<file path="config.mk">
export PLATFORM = sky130hd
export DESIGN_NAME = audio_gain_ctrl
export DESIGN_NICKNAME = d
export VERILOG_FILES = /design/src/rtl/audio_gain_ctrl.sv
export SDC_FILE = /design/constraint.sdc
export NUM_CORES = 1
export LEC_CHECK = 0
export BUFFER_PORTS_ARGS = -buffer_cell sky130_fd_sc_hd__buf_2
export CORE_MARGIN = 3
export CORE_UTILIZATION = 60
export CTS_BUF_LIST = sky130_fd_sc_hd__clkbuf_4 sky130_fd_sc_hd__clkbuf_8 sky130_fd_sc_hd__clkbuf_16
export DETAILED_ROUTE_END_ITERATION = 8
export PLACE_DENSITY = 0.87
export SLEW_MARGIN = 25
export SYNTH_ARGS = -nofsm -noshare
export SYNTH_HDL_FRONTEND = slang
export SYNTH_SLANG_ARGS = --single-unit
</file>
<file path="constraint.sdc">
create_clock -name aud_bclk -period 14.1 [get_ports aud_bclk]
set_input_delay 0 -clock aud_bclk [delete_from_list [all_inputs] [get_ports aud_bclk]]
set_output_delay 0 -clock aud_bclk [all_outputs]
set_load 0.03 [all_outputs]
</file>
<file path="src/rtl/audio_gain_ctrl.sv">
// Per-frame soft-ramped digital volume with soft mute for the WM8978 ADC->DAC path.
// Samples are tagged L/R, scaled by cur_gain/2^FRAC, floored, saturated and flagged on clip.
module audio_gain_ctrl #(
  parameter int DW   = 32,
  parameter int GW   = 6,
  parameter int FRAC = 5
) (
  input  logic          aud_bclk,
  input  logic          rst,
  input  logic          rx_done,
  input  logic [DW-1:0] adc_data,
  input  logic [GW-1:0] vol,
  input  logic          mute,
  input  logic          clr_clip,
  output logic          tx_valid,
  output logic [DW-1:0] dac_data,
  output logic          tx_chan,
  output logic [GW-1:0] cur_gain,
  output logic          clip
);

  localparam int PW = DW + GW + 1;
  localparam int SW = PW - FRAC;

  typedef enum logic [1:0] {
    ST_HOLD = 2'd0,
    ST_UP   = 2'd1,
    ST_DOWN = 2'd2
  } ramp_state_t;

  ramp_state_t r_state;
  logic [GW-1:0] r_gain;
  logic [GW-1:0] w_target;

  logic          r_chan;
  logic          r_s1_valid;
  logic [DW-1:0] r_s1_data;
  logic          r_s1_chan;
  logic [GW-1:0] r_s1_gain;

  logic                 r_s2_valid;
  logic                 r_s2_chan;
  logic signed [PW-1:0] r_s2_prod;

  logic          r_s3_valid;
  logic          r_s3_chan;
  logic [SW-1:0] r_s3_val;

  logic          r_tx_valid;
  logic [DW-1:0] r_dac_data;
  logic          r_tx_chan;
  logic          r_clip;

  logic signed [PW-1:0] w_data_x;
  logic signed [PW-1:0] w_gain_x;
  logic [DW:0]          w_sat;
  logic                 w_sat_hit;
  logic [DW-1:0]        w_sat_data;

  // Clamp an SW-bit signed value into DW bits; MSB of the result flags a clamp.
  function automatic logic [DW:0] saturate(input logic [SW-1:0] v);
    logic [SW-DW:0] upper;
    logic [DW:0]    res;
    upper = v[SW-1:DW-1];
    if ((upper == {(SW-DW+1){1'b0}}) || (upper == {(SW-DW+1){1'b1}})) begin
      res = {1'b0, v[DW-1:0]};
    end else if (v[SW-1]) begin
      res = {1'b1, 1'b1, {(DW-1){1'b0}}};
    end else begin
      res = {1'b1, 1'b0, {(DW-1){1'b1}}};
    end
    return res;
  endfunction

  assign w_target   = mute ? {GW{1'b0}} : vol;
  assign w_data_x   = $signed({{(GW+1){r_s1_data[DW-1]}}, r_s1_data});
  assign w_gain_x   = $signed({{(DW+1){1'b0}}, r_s1_gain});
  assign w_sat      = saturate(r_s3_val);
  assign w_sat_hit  = w_sat[DW];
  assign w_sat_data = w_sat[DW-1:0];

  // Gain ramp: one step per frame, decided when the right sample enters S1.
  always_ff @(posedge aud_bclk) begin
    if (rst) begin
      r_state <= ST_HOLD;
      r_gain  <= {GW{1'b0}};
    end else if (rx_done && r_chan) begin
      if (r_gain < w_target) begin
        r_state <= ST_UP;
        r_gain  <= r_gain + {{(GW-1){1'b0}}, 1'b1};
      end else if (r_gain > w_target) begin
        r_state <= ST_DOWN;
        r_gain  <= r_gain - {{(GW-1){1'b0}}, 1'b1};
      end else begin
        r_state <= ST_HOLD;
        r_gain  <= r_gain;
      end
    end else begin
      r_state <= r_state;
      r_gain  <= r_gain;
    end
  end

  // S1 capture and L/R toggle.
  always_ff @(posedge aud_bclk) begin
    if (rst) begin
      r_chan     <= 1'b0;
      r_s1_valid <= 1'b0;
      r_s1_data  <= {DW{1'b0}};
      r_s1_chan  <= 1'b0;
      r_s1_gain  <= {GW{1'b0}};
    end else begin
      r_s1_valid <= rx_done;
      if (rx_done) begin
        r_s1_data <= adc_data;
        r_s1_chan <= r_chan;
        r_s1_gain <= r_gain;
        r_chan    <= ~r_chan;
      end else begin
        r_chan    <= r_chan;
      end
    end
  end

  // S2 multiply and S3 floor shift (dropping FRAC low bits is an arithmetic floor).
  always_ff @(posedge aud_bclk) begin
    if (rst) begin
      r_s2_valid <= 1'b0;
      r_s2_chan  <= 1'b0;
      r_s2_prod  <= {PW{1'b0}};
      r_s3_valid <= 1'b0;
      r_s3_chan  <= 1'b0;
      r_s3_val   <= {SW{1'b0}};
    end else begin
      r_s2_valid <= r_s1_valid;
      r_s2_chan  <= r_s1_chan;
      r_s2_prod  <= w_data_x * w_gain_x;
      r_s3_valid <= r_s2_valid;
      r_s3_chan  <= r_s2_chan;
      r_s3_val   <= r_s2_prod[PW-1:FRAC];
    end
  end

  // Output register with saturation; a new clip beats a simultaneous clear.
  always_ff @(posedge aud_bclk) begin
    if (rst) begin
      r_tx_valid <= 1'b0;
      r_dac_data <= {DW{1'b0}};
      r_tx_chan  <= 1'b0;
      r_clip     <= 1'b0;
    end else begin
      r_tx_valid <= r_s3_valid;
      if (r_s3_valid) begin
        r_dac_data <= w_sat_data;
        r_tx_chan  <= r_s3_chan;
      end else begin
        r_dac_data <= r_dac_data;
        r_tx_chan  <= r_tx_chan;
      end
      if (r_s3_valid && w_sat_hit) begin
        r_clip <= 1'b1;
      end else if (clr_clip) begin
        r_clip <= 1'b0;
      end else begin
        r_clip <= r_clip;
      end
    end
  end

  assign tx_valid = r_tx_valid;
  assign dac_data = r_dac_data;
  assign tx_chan  = r_tx_chan;
  assign cur_gain = r_gain;
  assign clip     = r_clip;

endmodule

</file>
Yosys cells after proc, flatten, opt, wreduce, memory -nomap -nowiden
Cells that the tools add are included.

operators by class
  add/subtract/negate cells = 2
  $mul = 1
  magnitude comparators = 2
  equal/unequal tests = 1
  multiplexer cells = 7
  bitwise operators = 1
  reductions and logical operators = 7

operator list
  cell                                               number
  multiplier 32 x 7 -> 39 bit                        1
  2-to-1 mux 33 bit                                  1
  2-to-1 mux 32 bit                                  1
  2-to-1 mux 6 bit                                   3
  adder 6 x 1 -> 6 bit (second input constant)       1
  > comparator 6 bit                                 1
  < comparator 6 bit                                 1
  subtractor 6 x 1 -> 6 bit (second input constant)  1
  nonzero test 2 bit                                 2
  equality test 3 bit (second input constant)        1
  zero test 3 bit                                    1
  logical AND 1 bit                                  2
  2-to-1 mux 1 bit                                   2
  AND reduction 2 bit                                1
  logical OR 1 bit                                   1
  inverter 1 bit                                     1

storage, ports and cells
  bits in registers = 159
  input port bits = 43
  output and inout bits = 41
  logic and storage cells = 37

Depth between registers and ports, before layout
  word-level depth = 5
  mapped depth = 18

Least setup slack after synthesis
Ideal clock, no wire load.

  path kind = register to register
  start = register r_s1_gain[2]
  end = register r_s2_prod[36]
  data arrival time = 4.556 ns
  path slack = 9.421 ns
  stages on the path, launching flop included = 17
  buffers on the path = 1
  cells stage by stage = dfxtp_1 clkbuf_1 and2_1 fa_1 fa_1 fa_1 inv_1 fa_1 inv_1 ha_1 nand3_1 o2bb2ai_1 a211o_2 a32oi_2 or3_1 nand3b_1 mux2_1

between the ends
  word-level cells in the longest chain between the ends = 1

RTL lines
  item                         RTL line  source
  start, declared              39        logic [GW-1:0] r_s1_gain;
  start signal, assigned       111       r_s1_gain <= {GW{1'b0}};
  start signal, assigned       117       r_s1_gain <= r_gain;
  multiplier 32 x 7 -> 39 bit  137       r_s2_prod <= w_data_x * w_gain_x;
  end signal, assigned         130       r_s2_prod <= {PW{1'b0}};
  end signal, assigned         137
  end, declared                43        logic signed [PW-1:0] r_s2_prod;

No other way between the ends.
A chain may end at the register's enable or synchronous reset.

Worst setup path after layout
  start = register r_s1_gain[2]
  end = register r_s2_prod[33]

Same word-level chain as after synthesis.

==> qor.yml <==
dp_hpwl_um: 18600
powerDensity_nw_per_um2: 73.9
muxShareOfSynthArea: 0.0396
clock_skew_ps: 16.0
met2_usage: 0.404
syn_inst: 1322
path_max_fanout: 33
clock-sinks: 154
dieArea_um2: 21700
irDropWorstVdd_uv: 79.0
syn_area_um2: 12000
setup_viol_count_final: 0
end_kind: "register"
synth_compound_area_frac: 0.0987
fillers: 1515
syn_area_per_cell_um2: 9.08
synthTopCellsByArea: "dfxtp_1 (26%), fa_1 (22%), ha_1 (9.0%)"
cts.clk_slew.worst_paths_ps: 70
hp-class: "input port to register"
whs_ps: 135
final_antenna_net_count: 0
synthAdderAreaFrac: 0.308
max-cap-violations: 0
pwr-share-clk: 0.449
multi_input_area_um2: 8120
via_per_inst: 5.41
antennaDiodeCount: 0
grt_max_degree: 84
critPathTopFamily: "adder cells"
synth-edff-count: 0
syn2layout_area_growth_pct: 12.3
slew_viol_final: 0
use_met1: 0.345
worstSetupStartpointType: "register"
synth_ff_type: "dfxtp_1"
crit_buf_inv: 2
worst_pin_slew_ps: 840
total_power_uw: 997
nets: 1664
post_cts_buffers: 0
synth-seq-area-share: 0.257
synth_cell_types: 57
place.gp.congestion: 0.961
r2r_slack_ps: 8790
power_switching_uw: 263
p_seq_frac: 0.465
hold_viol_final: 0
die_h_um: 147
synth.most_common_cell: "and2_1"
worstPathRequired_ps: 14410
synth_xor_area_frac: 0.0248
antenna_found_initial: 0
top_usage_layer: "met2"
tns_ps: 0
synth_top_area_share: 0.257
regArea_um2: 3090
dr.pass1.iters: 5
clk_latency_ps: 430
grt_pass1_wl_um: 44500
drive_gt1_frac: 0.0974
min_period_over_period: 0.376
avgRoutedWirePerCell_um: 15.2
finalWorstSetupSlack_ps: 8790
htreeDepth: 4
core_area_um2: 19600
synth_top_family_by_area: "adder cells"
crit_type: "register to register"
drtIter0Drc: 541
finalCriticalPeriod_ps: 5310
status: "complete, no violations"
critPathMaxStageDelay_ps: 690
grt_usage: 0.246
fmax_ghz: 0.188
syn_nets: 1582
slowest_stage: "dfxtp_2"
dr_total_vias: 9095
synth_top_cell_by_area: "dfxtp_1"
cts_made_buffers: 17
max_slew_margin: 0.440
cts_tree: "done"
ys_top_cells_by_count: "and2_1 (159), inv_1 (156), dfxtp_1 (154)"
rows: 51
synth-seq-cells: 154
grt_remaining_overflow: 0
crit_path_cell_trace: "and2_1 -> fa_1 -> fa_1 -> fa_1 -> inv_1 -> fa_1 -> inv_1 -> ha_1 -> nand3_1 -> nor2_2 -> a31oi_1 -> a31oi_2 -> a31oi_1 -> o31ai_1 -> mux2_1"
die_x_um: 147
portBuffers: 83
drc: 0
rsz0062_at_grt: "false"
p_leak_uw: 0.00658
pre_cts_ws_ps: 8550
wirelength_um: 25600
use_met3: 0.0380
yosysWarnings: 0
async_flop_share: 0
internal-power_uw: 734
ios: 84
yosys.area_share.simple: 0.205
clock-root-buffer: "clkbuf_16"
combPwrFrac: 0.086
sw_frac_of_total: 0.263
clockBufferDepth: 2
crit_path_frequent_cell: "fa_1"
worst_ep_arrival_time_ps: 5620
start_util: 0.613
grt_pass1_vias: 9315
## state kept, by name, indices dropped and copies added, names as in the netlist, 6 cells and up
name	cells
r_s1_gain	6
r_s1_data	32
r_s3_val	34
dac_data	32
r_s2_prod	34
cur_gain	6
## power by group through the flow
stage                     clock network [uW]  logic (uW)  registers (uW)
after floorplan                            0        58.7             466
after global placement                     0        74.4             472
after detailed placement                   0        78.4             473
after CTS                                453        86.0             463
after global routing                     474        96.2             465
final                                    447        86.1             463
## cells in the final DEF (no fill, tap or decap), types with 7 or more instances in the layout
master and count:
o21bai_1 7, xor2_1 10, o21ai_0 56, a21o_1 11
ha_1 86, nand3_1 10, nand4_1 12, clkbuf_16 17
nand2b_1 38, buf_2 82, dfxtp_1 148, nand2_1 67
fa_1 131, nor2_1 94, xnor2_1 24, nor3_1 8
mux2i_1 43, a21oi_1 77, inv_1 156, o21a_1 8
nor2b_1 48, and2_1 159, dlygate4sd3_1 34
## kinds of logic after synthesis
family | count (synthesis)
simple gates | 458
xor+xnor | 34
mux | 47
fa+ha+maj | 217
flops | 154
compound gates | 197
buf+inv | 215
## layer usage
layer | vias to the layer above | share of wire
li1 | 4402 | -
met1 | 4356 | 0.46
met2 | 300 | 0.46
met3 | 37 | 0.059
met4 | 0 | 0.014
met5 | - | 0
## timing repair
action / in CTS / in global routing
hold buffers: 34 / 0
resized for setup: 0 / 0
setup endpoints to repair: 0 / 0
endpoints found under the hold margin: 34 / 0
## final timing paths
kind | end | start | cells after the start
hold / removal | cur_gain[4] | rst | 2
setup / recovery | r_s2_prod[33] | r_s1_gain[2] | 15
hold reg to reg | r_s3_chan | r_s2_chan | 1
setup reg to reg | r_s2_prod[33] | r_s1_gain[2] | 15
## stage by stage
| step | cells | area [um^2] | utilization |
|---|---|---|---|
| detailed placement | 1616 | 12600 | 0.642 |
| global route | 1682 | 13500 | 0.689 |
| global placement | 1616 | 12600 | 0.642 |
| finish | 1682 | 13500 | 0.689 |
| CTS | 1682 | 13500 | 0.688 |
| floorplan | 1322 | 12000 | - |
## area by class of cell
cell class	count	share of cell area
clock buffer	18	0.0321
clock inverter	14	0.0101
inverter	156	0.0434
multi-input combinational	953	0.602
sequential	154	0.229
tap	265	0.0246
timing repair buffer	122	0.0590
## worst register-to-register path, stage by stage, from the launching register on
cell     delay (ps)
dfxtp_2         690
and2_1          260
fa_1            460
fa_1            510
fa_1            500
inv_1            60
fa_1            520
inv_1            40
ha_1            380
nand3_1         150
nor2_2          220
a31oi_1         190
a31oi_2         320
a31oi_1         260
o31ai_1         300
mux2_1          350
(Power assumes the default switching activity.)
